**src/rtl/hazard_unit_pkg.sv**
```systemverilog
// Shared control definitions for the pipeline hazard unit: FSM state
// encoding and the NOP word that the flush datapath loads into cleared registers.
package hazard_unit_pkg;

    typedef enum logic [1:0] {
        StRun  = 2'd0,
        StWait = 2'd1,
        StErr  = 2'd2
    } state_e;

    // addi x0, x0, 0
    localparam logic [31:0] NopInstr = 32'h0000_0013;

    function automatic logic is_nop(input logic [31:0] instr);
        return instr == NopInstr;
    endfunction

endpackage

```
**src/rtl/hazard_unit_if.sv**
```systemverilog
// Hazard-unit signal bundle: ID/EX operand info and memory status in,
// stall/flush controls and performance counters out.
interface hazard_unit_if #(
    parameter int unsigned CNT_W = 16
);
    logic [4:0]       id_rs1;
    logic [4:0]       id_rs2;
    logic             id_use_rs1;
    logic             id_use_rs2;
    logic [4:0]       ex_rd;
    logic             ex_memread;
    logic             ex_branch_taken;
    logic             mem_busy;

    logic             pc_write;
    logic             if_id_write;
    logic             id_ex_bubble;
    logic             if_id_flush;
    logic             id_ex_flush;
    logic             pipe_hold;
    logic             mem_timeout;
    logic [CNT_W-1:0] stall_cnt;
    logic [CNT_W-1:0] flush_cnt;

    modport master (
        output id_rs1, id_rs2, id_use_rs1, id_use_rs2, ex_rd, ex_memread,
               ex_branch_taken, mem_busy,
        input  pc_write, if_id_write, id_ex_bubble, if_id_flush, id_ex_flush,
               pipe_hold, mem_timeout, stall_cnt, flush_cnt
    );

    modport slave (
        input  id_rs1, id_rs2, id_use_rs1, id_use_rs2, ex_rd, ex_memread,
               ex_branch_taken, mem_busy,
        output pc_write, if_id_write, id_ex_bubble, if_id_flush, id_ex_flush,
               pipe_hold, mem_timeout, stall_cnt, flush_cnt
    );

endinterface

```
**src/rtl/hazard_unit_sat_counter.sv**
```systemverilog
// Saturating up-counter with synchronous clear; holds at all-ones instead of wrapping.
module hazard_unit_sat_counter #(
    parameter int unsigned WIDTH = 16
) (
    input  logic             clk,
    input  logic             clear,
    input  logic             inc,
    output logic [WIDTH-1:0] value
);

    always_ff @(posedge clk) begin
        if (clear) begin
            value <= '0;
        end else if (inc && (value != {WIDTH{1'b1}})) begin
            value <= value + {{(WIDTH-1){1'b0}}, 1'b1};
        end
    end

endmodule

```
**src/rtl/hazard_unit.sv**
```systemverilog
// Stall/flush controller: load-use bubbles, taken-branch flushes and memory-wait
// freeze with a timeout watchdog, plus saturating stall/flush counters.
module hazard_unit
    import hazard_unit_pkg::*;
#(
    parameter int unsigned MAX_WAIT = 16,
    parameter int unsigned CNT_W    = 16
) (
    input  logic        clk,
    input  logic        reset,
    hazard_unit_if.slave hz
);

    localparam int unsigned    WaitW    = $clog2(MAX_WAIT + 1);
    localparam logic [WaitW-1:0] MaxWaitV = WaitW'(MAX_WAIT);
    localparam logic [WaitW-1:0] WaitOne  = WaitW'(1);

    state_e           state;
    logic [WaitW-1:0] wait_cnt;
    logic [WaitW-1:0] wait_inc;
    logic             lu;

    logic pc_write, if_id_write, id_ex_bubble, if_id_flush, id_ex_flush;
    logic pipe_hold, mem_timeout;

    assign wait_inc = wait_cnt + WaitOne;

    assign lu = hz.ex_memread && (hz.ex_rd != 5'd0) &&
                ((hz.id_use_rs1 && (hz.id_rs1 == hz.ex_rd)) ||
                 (hz.id_use_rs2 && (hz.id_rs2 == hz.ex_rd)));

    always_ff @(posedge clk) begin
        if (reset) begin
            state    <= StRun;
            wait_cnt <= '0;
        end else begin
            unique case (state)
                StRun: begin
                    if (hz.mem_busy) begin
                        wait_cnt <= WaitOne;
                        state    <= (MAX_WAIT <= 1) ? StErr : StWait;
                    end
                end
                StWait: begin
                    if (hz.mem_busy) begin
                        wait_cnt <= wait_inc;
                        if (wait_inc >= MaxWaitV) state <= StErr;
                    end else begin
                        wait_cnt <= '0;
                        state    <= StRun;
                    end
                end
                StErr:   state <= StErr;
                default: state <= StRun;
            endcase
        end
    end

    // WAIT with mem_busy low behaves exactly like RUN, so both share one decode.
    always_comb begin
        pc_write     = 1'b1;
        if_id_write  = 1'b1;
        id_ex_bubble = 1'b0;
        if_id_flush  = 1'b0;
        id_ex_flush  = 1'b0;
        pipe_hold    = 1'b0;
        mem_timeout  = 1'b0;
        if (!reset) begin
            unique case (state)
                StRun, StWait: begin
                    if (hz.mem_busy) begin
                        pc_write    = 1'b0;
                        if_id_write = 1'b0;
                        pipe_hold   = 1'b1;
                    end else if (hz.ex_branch_taken) begin
                        if_id_flush = 1'b1;
                        id_ex_flush = 1'b1;
                    end else if (lu) begin
                        pc_write     = 1'b0;
                        if_id_write  = 1'b0;
                        id_ex_bubble = 1'b1;
                    end
                end
                StErr: begin
                    pc_write    = 1'b0;
                    if_id_write = 1'b0;
                    pipe_hold   = 1'b1;
                    mem_timeout = 1'b1;
                end
                default: ;
            endcase
        end
    end

    assign hz.pc_write     = pc_write;
    assign hz.if_id_write  = if_id_write;
    assign hz.id_ex_bubble = id_ex_bubble;
    assign hz.if_id_flush  = if_id_flush;
    assign hz.id_ex_flush  = id_ex_flush;
    assign hz.pipe_hold    = pipe_hold;
    assign hz.mem_timeout  = mem_timeout;

    hazard_unit_sat_counter #(
        .WIDTH (CNT_W)
    ) u_stall_cnt (
        .clk   (clk),
        .clear (reset),
        .inc   (~pc_write),
        .value (hz.stall_cnt)
    );

    hazard_unit_sat_counter #(
        .WIDTH (CNT_W)
    ) u_flush_cnt (
        .clk   (clk),
        .clear (reset),
        .inc   (if_id_flush),
        .value (hz.flush_cnt)
    );

endmodule

```
**src/flat_wrapper.sv**
```systemverilog
// flat-port wrapper written by rule: the top's interface ports become plain ports
module hazard_unit_flat import hazard_unit_pkg::*;
#(
    parameter int unsigned MAX_WAIT = 16,
    parameter int unsigned CNT_W    = 16
)
  (clk, reset, hz_id_rs1, hz_id_rs2, hz_id_use_rs1, hz_id_use_rs2, hz_ex_rd, hz_ex_memread, hz_ex_branch_taken, hz_mem_busy, hz_pc_write, hz_if_id_write, hz_id_ex_bubble, hz_if_id_flush, hz_id_ex_flush, hz_pipe_hold, hz_mem_timeout, hz_stall_cnt, hz_flush_cnt);
  hazard_unit_if #(.CNT_W(CNT_W)) hz_i ();
  input  logic clk;
  input  logic reset;
  input wire logic [$bits(hz_i.id_rs1)-1:0] hz_id_rs1;
  input wire logic [$bits(hz_i.id_rs2)-1:0] hz_id_rs2;
  input wire logic [$bits(hz_i.id_use_rs1)-1:0] hz_id_use_rs1;
  input wire logic [$bits(hz_i.id_use_rs2)-1:0] hz_id_use_rs2;
  input wire logic [$bits(hz_i.ex_rd)-1:0] hz_ex_rd;
  input wire logic [$bits(hz_i.ex_memread)-1:0] hz_ex_memread;
  input wire logic [$bits(hz_i.ex_branch_taken)-1:0] hz_ex_branch_taken;
  input wire logic [$bits(hz_i.mem_busy)-1:0] hz_mem_busy;
  output wire logic [$bits(hz_i.pc_write)-1:0] hz_pc_write;
  output wire logic [$bits(hz_i.if_id_write)-1:0] hz_if_id_write;
  output wire logic [$bits(hz_i.id_ex_bubble)-1:0] hz_id_ex_bubble;
  output wire logic [$bits(hz_i.if_id_flush)-1:0] hz_if_id_flush;
  output wire logic [$bits(hz_i.id_ex_flush)-1:0] hz_id_ex_flush;
  output wire logic [$bits(hz_i.pipe_hold)-1:0] hz_pipe_hold;
  output wire logic [$bits(hz_i.mem_timeout)-1:0] hz_mem_timeout;
  output wire logic [$bits(hz_i.stall_cnt)-1:0] hz_stall_cnt;
  output wire logic [$bits(hz_i.flush_cnt)-1:0] hz_flush_cnt;
  assign hz_i.id_rs1 = hz_id_rs1;
  assign hz_i.id_rs2 = hz_id_rs2;
  assign hz_i.id_use_rs1 = hz_id_use_rs1;
  assign hz_i.id_use_rs2 = hz_id_use_rs2;
  assign hz_i.ex_rd = hz_ex_rd;
  assign hz_i.ex_memread = hz_ex_memread;
  assign hz_i.ex_branch_taken = hz_ex_branch_taken;
  assign hz_i.mem_busy = hz_mem_busy;
  assign hz_pc_write = hz_i.pc_write;
  assign hz_if_id_write = hz_i.if_id_write;
  assign hz_id_ex_bubble = hz_i.id_ex_bubble;
  assign hz_if_id_flush = hz_i.if_id_flush;
  assign hz_id_ex_flush = hz_i.id_ex_flush;
  assign hz_pipe_hold = hz_i.pipe_hold;
  assign hz_mem_timeout = hz_i.mem_timeout;
  assign hz_stall_cnt = hz_i.stall_cnt;
  assign hz_flush_cnt = hz_i.flush_cnt;
  hazard_unit #(.MAX_WAIT(MAX_WAIT), .CNT_W(CNT_W)) u_core (.clk(clk), .reset(reset), .hz(hz_i));
endmodule
```
**config.mk**
```make
export PLATFORM = sky130hd
export DESIGN_NAME = hazard_unit_flat
export DESIGN_NICKNAME = d
export VERILOG_FILES = /design/src/rtl/hazard_unit_pkg.sv /design/src/rtl/hazard_unit_if.sv /design/src/rtl/hazard_unit_sat_counter.sv /design/src/rtl/hazard_unit.sv /design/src/flat_wrapper.sv
export SDC_FILE = /design/constraint.sdc
export NUM_CORES = 1
export LEC_CHECK = 0
export BUFFER_PORTS_ARGS = -buffer_cell sky130_fd_sc_hd__buf_2
export CAP_MARGIN = 20
export CORE_MARGIN = 4
export CORE_UTILIZATION = 43
export DETAILED_ROUTE_END_ITERATION = 6
export PLACE_DENSITY = 0.73
export RECOVER_POWER = 100
export SYNTH_ARGS = -nofsm -noshare
export SYNTH_HDL_FRONTEND = slang
export SYNTH_SLANG_ARGS = --single-unit
```
**constraint.sdc**
```tcl
create_clock -name clk -period 3.1 [get_ports clk]
set_clock_uncertainty 0.05 [all_clocks]
set_input_delay 0.62 -clock clk [delete_from_list [all_inputs] [get_ports clk]]
set_output_delay 0.62 -clock clk [all_outputs]
set_load 0.02 [all_outputs]
```
# Yosys cells after proc, flatten, opt, wreduce, memory -nomap -nowiden
# Index checks and enable logic that the tools add are counted.
[totals]
regBits = 39
inputBits = 22
output_inout_bits = 39
[op_classes]
n_addsub = 3
n_lt_le_gt_ge = 1
n_eq_ne = 8
muxes = 26
n_bitwise = 1
n_reduce_logical = 13
[ops]
columns = ["op", "count"]
rows = [
  ["adder 16 x 1 -> 16 bit, second input constant", 2],
  ["!= test 16 bit, second input constant", 2],
  ["two-way mux 1 bit", 17],
  ["== test 5 bit", 2],
  ["two-way mux 5 bit", 2],
  ["one-hot mux 5 bit (2 select lines)", 1],
  ["logical AND 1 bit", 6],
  ["two-way mux 2 bit", 3],
  ["one-hot mux 2 bit (3 select lines)", 1],
  ["adder 5 x 1 -> 5 bit, second input constant", 1],
  [">= comparator 5 bit, second input constant", 1],
  ["nonzero test 5 bit", 1],
  ["one-hot mux 1 bit (2 select lines)", 2],
  ["AND reduction 2 bit", 2],
  ["!= test 3 x 2 -> 1 bit, second input constant", 1],
  ["== test 2 x 1 -> 1 bit, second input constant", 1],
  ["== test 2 bit, second input constant", 1],
  ["zero test 2 bit", 1],
  ["!= test 2 bit, second input constant", 1],
  ["nonzero test 2 bit", 1],
  ["OR reduction 2 bit", 1],
  ["logical OR 1 bit", 1],
  ["inverter 1 bit", 1],
]

# Depth between registers and ports, before layout
# Gate-level depths: netlist (run 1).
[depth]
ltp_word = 11
depth_mapped = 9
ltp_nobuf = 7

# Modules after synthesis
# From an unflattened synthesis (run 1), not the netlist that was laid out.
[unflattened]
cells_unflattened = 265
hier_area_um2 = 2235.9
[modules_own_cells]
columns = ["mod", "instances", "cells_each", "area_each_um2"]
rows = [
  ["hazard_unit_sat_counter", 2, 99, 848.3],
  ["hazard_unit", 1, 67, 539.3],
]

# Least setup slack after synthesis (run 1)
# OpenSTA, ideal clock, no wires.
[synth_timing]
kind = "input port to output port"
startpoint = "input port hz_ex_rd[0]"
endpoint = "output port hz_pc_write"
arrival_ps = 1994
required_time_ps = 2430
slack_ps = 436
stages = 8
path_cell_list = "or4_1 -> nor2_1 -> nor3b_1 -> a31o_2 -> inv_2 -> buf_6 -> buf_6 -> buf_4"
[synth_via]
elab_chain_cells = 9
[synth_lines]
columns = ["element", "line", "source"]
rows = [
  ["start, declared", "flat_wrapper.sv:15", "input wire logic [$bits(hz_i.ex_rd)-1:0] hz_ex_rd;"],
  ["== test 5 bit (on tied branches)", "hazard_unit.sv:29, hazard_unit.sv:30", ""],
  ["logical AND 1 bit (on tied branches)", "hazard_unit.sv:29, hazard_unit.sv:30", ""],
  ["logical OR 1 bit", "hazard_unit.sv:29", "((hz.id_use_rs1 && (hz.id_rs1 == hz.ex_rd)) ||"],
  ["logical AND 1 bit (*)", "hazard_unit.sv:28", "assign lu = hz.ex_memread && (hz.ex_rd != 5'd0) &&"],
  ["two-way mux 1 bit (*) (3 in series)", "-", ""],
  ["one-hot mux 1 bit (2 select lines) (*)", "-", ""],
  ["two-way mux 1 bit (*)", "-", ""],
  ["end, declared", "flat_wrapper.sv:19", "output wire logic [$bits(hz_i.pc_write)-1:0] hz_pc_write;"],
]
# Every way passes the cells marked *; elsewhere a longest branch is shown, timed or not.

# Final worst setup path (run 1)
[layout_timing]
startpoint = "input port hz_ex_rd[0]"
endpoint = "output port hz_pc_write"
[layout_via]
elab_chain_cells = 9
[layout_lines]
columns = ["element", "line", "source"]
rows = [
  ["== test 5 bit (on tied branches)", "hazard_unit.sv:29, hazard_unit.sv:30", ""],
  ["logical AND 1 bit (on tied branches)", "hazard_unit.sv:29, hazard_unit.sv:30", ""],
  ["logical OR 1 bit", "hazard_unit.sv:29", ""],
  ["logical AND 1 bit (*)", "hazard_unit.sv:28", ""],
  ["two-way mux 1 bit (*)", "hazard_unit.sv:78", "end else if (lu) begin"],
  ["two-way mux 1 bit (*)", "hazard_unit.sv:75", "end else if (hz.ex_branch_taken) begin"],
  ["two-way mux 1 bit (*)", "hazard_unit.sv:71", "if (hz.mem_busy) begin"],
  ["one-hot mux 1 bit (2 select lines) (*)", "hazard_unit.sv:69", "unique case (state)"],
  ["two-way mux 1 bit (*)", "hazard_unit.sv:68", "if (!reset) begin"],
]
# Marked as above.

==> summary.txt, run 1 <==
Clocking
  • Clock sink count: 39
  • Clock buffers created by TritonCTS: 5
  • Clk Tree Root Cell: clkbuf_8
  • Post-CTS Hold Fix Bufs: 0
  • Total of cells resized after clock tree synthesis: 0
  • Clk_lat worst skew: 0.30 ns
  • Post-CTS Setup Inserts: 0
  • Clock buffer depth: 2
  • Max H-tree Level: 2
  • TritonCTS clock tree: yes
  • Clock transition at the register clock pins on the worst setup and hold paths after CTS: 0.07 ns

Pwr
  • Maximum ir drop on the vdd rail: 0.000300 V
  • Logic pwr share: 0.077
  • Ratio of total power to cell area: 421 nW/um^2
  • Internal portion of total power: 0.775 mW
  • Switching power: 0.241 mW
  • Clock network power share: 0.421
  • Sequential group share of total power: 0.503
  • Switching portion of total power: 0.237
  • Static leakage: 0.820 nW

Run
  • Max-cap violations: 0

Global routing
  • Largest net degree at the start of global routing: 37
  • Via count of the first global-routing pass: 1800
  • GRT Util Overall: 0.156
  • Number of antenna violations at the first check in global routing: 0
  • Global-route wire length before repair: 7780 microns
  • Grt ovf: 0

Die
  • Die Span X: 77.1 microns
  • Starting utilization of the core area: 0.459
  • Die Footprint: 5940 sq um
  • Number of primary I/O pins: 61
  • Std-Cell Rows: 24
  • Die boundary height: 77.1 microns
  • Core Region: 4470 sq um

Yosys
  • Post-synthesis cell count: 242
  • Yosys synthesis warning count: 0
  • Flops & latches, synth: 39
  • Cell type contributing the most total cell area after synthesis: dfxtp_1
  • Nets in the synthesized netlist: 267
  • Cell types occupying the most area after synthesis: dfxtp_1 (38%), xnor2_1 (6.0%), nor2_1 (4.9%)
  • Leading cell types by count after synthesis: dfxtp_1 (39), nor2_1 (27), nand2_1 (19)
  • Top-count cell post-synth: dfxtp_1
  • Cell variety after synth: 44
  • Ys async rst share: 0
  • Count of flip-flops with a built-in enable after synthesis: 0
  • Sequential area share after synthesis: 0.380
  • Synth Area per Inst: 8.48 sq um
  • Proportion of netlist area held by the largest area contributor: 0.380
  • Post-synthesis instance area: 2050 sq um
  • Predominant post-synthesis flop cell: dfxtp_1

Layout
  • Finished Layout Cells: 351
  • Total Nets Final: 323
  • Post-synthesis to final-layout area growth: 17.5%
  • Filler instances: 428
  • Share of layout cells above drive strength 1: 0.114
  • Area of the multi-input gates: 1170 sq um
  • Antenna fix cells: 0
  • Register Area: 781 sq um

Detailed routing
  • Total routed wirelength: 4620 microns
  • Via density: 5.60
  • Number of iterations in the first detailed-routing pass: 4
  • ANT nets after route: 0
  • Routed wirelength normalized by instance count: 13.2 microns
  • Iter 0 DRT Violations: 96
  • DRC errors left: 0
  • Overall via count from detail_route: 1964

STA
  • Sum Neg Setup Slack: 0 ns
  • Peak clock frequency supported by timing: 355 MHz
  • Max-slew violation count: 0
  • Actual slew at the worst max-slew pin: 0.769 ns
  • Worst slew margin: 0.485
  • Final critical-path share of the clock period: 0.910
  • Final-report setup violation count: 0
  • Time the worst path needs with I/O delays and setup: 2.82 ns
  • RSZ-0062 raised after global routing: false
  • Number of hold violations in the final report: 0

Setup path
  • Destination of the worst register-to-register timing path: u_core.u_stall_cnt.value[2]$_SDFFE_PP0P_
  • Data required time of the worst path: 2.43 ns
  • WS Path Type: input port to primary output
  • Maximum fanout encountered on the critical timing path: 14
  • Max incr delay on CP: 0.54 ns
  • Register-to-register setup slack: 0.79 ns
  • Gate family responsible for the most delay along the worst path: simple AND/OR/NAND/NOR gates
  • Startpoint kind of the worst setup timing path: input port
  • Data arrival, critical path: 2.15 ns
  • Reg-to-Reg Start: u_core.state[1]$_SDFFE_PP0P_
  • Cell Chain, Critical Path: clkbuf_1, or4_1, nor2_1, nor3b_1, a31o_2, inv_2, clkbuf_1
  • Depth of the worst register-to-register path: 7
  • Crit-path most repeated cell: clkbuf_1
  • CP max stage cell: or4_1
  • Critical path endpoint category: primary output
  • Worst path bufs/invs: 3

Placed design
  • Detailed placement HPWL: 3360 microns
  • Number of buffer cells added on primary ports: 60
  • Gp weighted congestion: 0.820
  • Placed Instances: 343

Worst hold path
  • HP Class: flop to flop
  • End point of the worst hold path: u_core.u_stall_cnt.value[5]$_SDFFE_PP0P_
  • Hold_sp: u_core.u_stall_cnt.value[5]$_SDFFE_PP0P_
  • Count of cells along the worst hold path: 2

Run status
  • Status: completed
[registers in the layout (all words and copies together), names as in the netlist]
register	cells
u_core.state	2
u_core.u_stall_cnt.value	16
u_core.u_flush_cnt.value	16
u_core.wait_cnt	5
[worst min-delay path, delay by kind of cell (launching register included)]
kind / cells / cell delay (ns)
DFF: 1 / 0.33
AOI/OAI and AO/OA: 2 / 0.13
[per-layer routing]
layer  wire length [microns]  track usage
met5                       0            0
met4                      61       0.0534
met3                     249       0.0410
met2                    2210        0.261
met1                    2100        0.193
[kinds of logic (layout without fill, tap and decap cells)]
kind of cell	count (synthesis)	in the layout	synth area share
XOR/XNOR	25	25	0.107
AO/OA/AOI/OAI	48	48	0.161
AND/OR/NAND/NOR	106	106	0.279
flip-flops	39	39	0.380
multiplexers	1	1	0.00549
adder cells (fa/ha/maj)	3	3	0.0183
buffers and inverters	20	77	0.0488
[power groups by stage]
stage                     logic [mW]  clock network [mW]  registers (mW)
after floorplan               0.0526                   0           0.523
after global placement        0.0801                   0           0.522
after detailed placement      0.0815                   0           0.522
after CTS                     0.0818               0.436           0.511
after global routing          0.0868               0.454           0.512
final                         0.0781               0.427           0.511
[layout by cell type, fill, tap and decap left out, drive strengths merged, types with 3 or more instances in the layout]
cell type  instances
clkbuf            47
dfxtp             39
nor2              27
buf               20
nand2             19
a21oi             16
nand3             16
xnor2             14
or4               11
xor2              11
nand4             10
o31ai             10
inv                7
and3               4
o21ai              4
nor3b              3
or3                3
nor3               3
a32oi              3
ha                 3
[cell type report]
type | instances | share of cell area
repair buffers | 62 | 0.108
clock inverters | 3 | 0.0182
multi-input cells | 183 | 0.484
well taps | 52 | 0.0270
inverters | 7 | 0.0109
clock buffers | 5 | 0.0285
flip-flops and latches | 39 | 0.324
[worst max-delay path by stage]
| stage | to | cells after the start | slack [ns] | start |
|---|---|---|---|---|
| after CTS | hz_pc_write | 7 | 0.32 | hz_ex_rd[0] |
| after global routing | hz_pc_write | 7 | 0.15 | hz_ex_rd[0] |
| after detailed placement | hz_pc_write | 7 | 0.33 | hz_ex_rd[0] |
| final | hz_pc_write | 7 | 0.28 | hz_ex_rd[0] |
| after floorplan | hz_pc_write | 8 | 0.44 | hz_ex_rd[0] |
| after global placement | hz_pc_write | 7 | 0.35 | hz_ex_rd[0] |
[per-stage QoR]
step	hold WS [ns]	instance area [sq um]	total power [mW]	util	setup WS, ns
after floorplan	0.430	2050	0.576	-	0.436
after global placement	0.425	2360	0.602	0.527	0.347
after detailed placement	0.433	2360	0.604	0.527	0.327
after CTS	0.445	2470	1.03	0.552	0.319
after global routing	0.479	2410	1.05	0.539	0.153
final	0.447	2410	1.02	0.539	0.280
Power figures use the tool's default switching activity.
==> run 2: changes to the inputs <==
Settings changed: CORE_UTILIZATION 43 to 47, PLACE_DENSITY 0.73 to 0.79.
==> run 2 against run 1 <==
Effect of this change:
- total power fell by 11%
- critical path depth is 4 lower
- global-route usage up 1.6 points
- via count fell by 0.10%
- setup slack worse by 0.039 ns
- core utilization rose by 3.3 points
- final area down 2.4%
- first-iteration DRC count shrank 27%
- cell count fell by 1.1%
- non-clock buffer count unchanged
- die area fell by 7.6%
- critical path type unchanged
==> summary.txt, run 2 (synthesized netlist as in run 1, its figures left out) <==
Pwr
  • Clock network power share: 0.352 (-0.069)
  • Static leakage: 0.797 nW (-2.7%)
  • Maximum ir drop on the vdd rail: 0.000243 V (-19%)
  • Switching power: 0.221 mW (-8.1%)
  • Ratio of total power to cell area: 385 nW/um^2 (-8.6%)
  • Switching portion of total power: 0.244 (+0.00727)
  • Internal portion of total power: 0.685 mW (-12%)
  • Logic pwr share: 0.084 (+0.007)
  • Sequential group share of total power: 0.564 (+0.061)

Global routing
  • Grt ovf: 0 (unchanged)
  • Number of antenna violations at the first check in global routing: 0 (unchanged)
  • Global-route wire length before repair: 7510 microns (-3.4%)
  • Largest net degree at the start of global routing: 38 (+2.7%)
  • GRT Util Overall: 0.172 (+0.0165)
  • Via count of the first global-routing pass: 1787 (-0.72%)

Detailed routing
  • Number of iterations in the first detailed-routing pass: 4 (unchanged)
  • DRC errors left: 0 (unchanged)
  • Routed wirelength normalized by instance count: 13.1 microns (-0.34%)
  • ANT nets after route: 0 (unchanged)
  • Overall via count from detail_route: 1962 (-0.10%)
  • Iter 0 DRT Violations: 70 (-27%)
  • Total routed wirelength: 4550 microns (-1.5%)
  • Via density: 5.65 (+1.0%)

Layout
  • Antenna fix cells: 0 (unchanged)
  • Commonest non-fill, non-tap cell in the layout: clkbuf_1
  • Total Nets Final: 323 (unchanged)
  • Filler instances: 412 (-3.7%)
  • Post-synthesis to final-layout area growth: 14.7%
  • Share of layout cells above drive strength 1: 0.104 (-0.00934)
  • Regs by FF count: u_core.u_flush_cnt.value: 16 flops, u_core.u_stall_cnt.value: 16 flops, u_core.wait_cnt: 5 flops
  • Final cell area excluding filler cells: 2350 sq um (-2.4%)
  • Commonest cells after routing, fill and taps aside: clkbuf_1 (42), dfxtp_1 (39), nor2_1 (27)

Worst hold path
  • HP Class: flop to flop
  • Count of cells along the worst hold path: 2 (unchanged)

Clocking
  • Max H-tree Level: 2 (unchanged)
  • Clock buffers created by TritonCTS: 5 (unchanged)
  • Post-CTS Setup Inserts: 0 (unchanged)
  • TritonCTS clock tree: yes
  • Clock transition at the register clock pins on the worst setup and hold paths after CTS: 0.08 ns (about the same)
  • Clk Tree Root Cell: clkbuf_8
  • Total of cells resized after clock tree synthesis: 0 (unchanged)
  • Clk_lat worst skew: 0.30 ns (about the same)
  • Post-CTS Hold Fix Bufs: 0 (unchanged)
  • Clock sink count: 39 (unchanged)
  • Clock buffer depth: 2 (unchanged)

Die
  • Std-Cell Rows: 23 (-4.2%)
  • Die Span X: 74.1 microns (-3.9%)
  • Core Region: 4120 sq um (-8.0%)
  • Number of primary I/O pins: 61 (unchanged)
  • Die boundary height: 74.1 microns (-3.9%)
  • Die Footprint: 5490 sq um (-7.6%)
  • Starting utilization of the core area: 0.499 (+0.0400)

Setup path
  • Maximum fanout encountered on the critical timing path: 8 (-6)
  • Data arrival, critical path: 2.19 ns (+0.04 ns)
  • Depth of the worst register-to-register path: 6 (-1)
  • Startpoint kind of the worst setup timing path: input port
  • WS Path Type: input port to primary output
  • Critical path endpoint category: primary output
  • Data required time of the worst path: 2.43 ns (about the same)

STA
  • RSZ-0062 raised after global routing: false
  • Tightest hold margin: 0.452 ns (+0.00481 ns)
  • Peak clock frequency supported by timing: 350 MHz (-1.4%)
  • Max-slew violation count: 0 (unchanged)
  • Final critical-path share of the clock period: 0.922 (+0.0125)
  • Worst slew margin: 0.151 (-0.333)
  • Sum Neg Setup Slack: 0 ns (unchanged)
  • Number of hold violations in the final report: 0 (unchanged)
  • Time the worst path needs with I/O delays and setup: 2.86 ns (+0.0388 ns)
  • Final-report setup violation count: 0 (unchanged)
  • Actual slew at the worst max-slew pin: 1.26 ns (+0.486 ns)

Placed design
  • Detailed placement HPWL: 3330 microns (-0.86%)
  • Gp weighted congestion: 0.839 (+2.3%)
  • Placement-stage cell area: 2360 sq um (-0.11%)
  • Number of buffer cells added on primary ports: 60 (unchanged)

Run
  • Max-cap violations: 0 (unchanged)

Run status
  • Status: completed
## run 2: cell types whose count changed in the layout (fill, tap and decap cells not counted), sizes merged
cell    delta
bufinv     -1
clkinv     -2
buf        +1
## run 2: worst paths after layout
check	start	to	slack (ns)
setup / recovery	hz_mem_busy	hz_id_ex_flush	0.24
hold / removal	u_core.u_stall_cnt.value[11]$_SDFFE_PP0P_	u_core.u_stall_cnt.value[11]$_SDFFE_PP0P_	0.45
setup reg to reg	u_core.state[1]$_SDFFE_PP0P_	u_core.u_flush_cnt.value[7]$_SDFFE_PP0P_	0.48
hold reg to reg	u_core.u_stall_cnt.value[11]$_SDFFE_PP0P_	u_core.u_stall_cnt.value[11]$_SDFFE_PP0P_	0.45
## run 2: metal layers
layer	up-vias	global-route usage	wire, microns
met3	7	0.0554	291
met4	0	0.0563	53
met5	-	0	0
met1	918	0.210	2050
met2	42	0.288	2160
li1	995	-	-
## run 2: worst max-delay path: stages
cell and delay (ns):
clkbuf_1 0.16, nor4b_1 1.07, buf_2 0.33
## run 2: metrics by stage
step / instances / power [mW] / utilization / setup slack, ns
2_1_floorplan: 242 / 0.576 / - / 0.436
5_1_grt: 347 / 0.948 / 0.572 / 0.127
3_3_place_gp: 341 / 0.601 / 0.573 / 0.330
4_1_cts: 347 / 0.925 / 0.590 / 0.298
3_5_place_dp: 341 / 0.603 / 0.573 / 0.305
6_report: 347 / 0.906 / 0.572 / 0.241
## run 2: cell type report
class,count,area (sq um),area share
multi-input cells,183,1150,0.489
flip-flops and latches,39,781,0.332
repair buffers,62,262,0.111
clock buffers,6,72.6,0.0308
well taps,50,62.6,0.0266
inverters,7,26.3,0.0112
## run 2: power by group through the flow
stage	logic [mW]	registers (mW)	clock network, mW
final	0.0759	0.511	0.319
after global routing	0.0840	0.511	0.353
after CTS	0.0811	0.511	0.334
after detailed placement	0.0808	0.522	0
after global placement	0.0792	0.522	0
after floorplan	0.0526	0.523	0
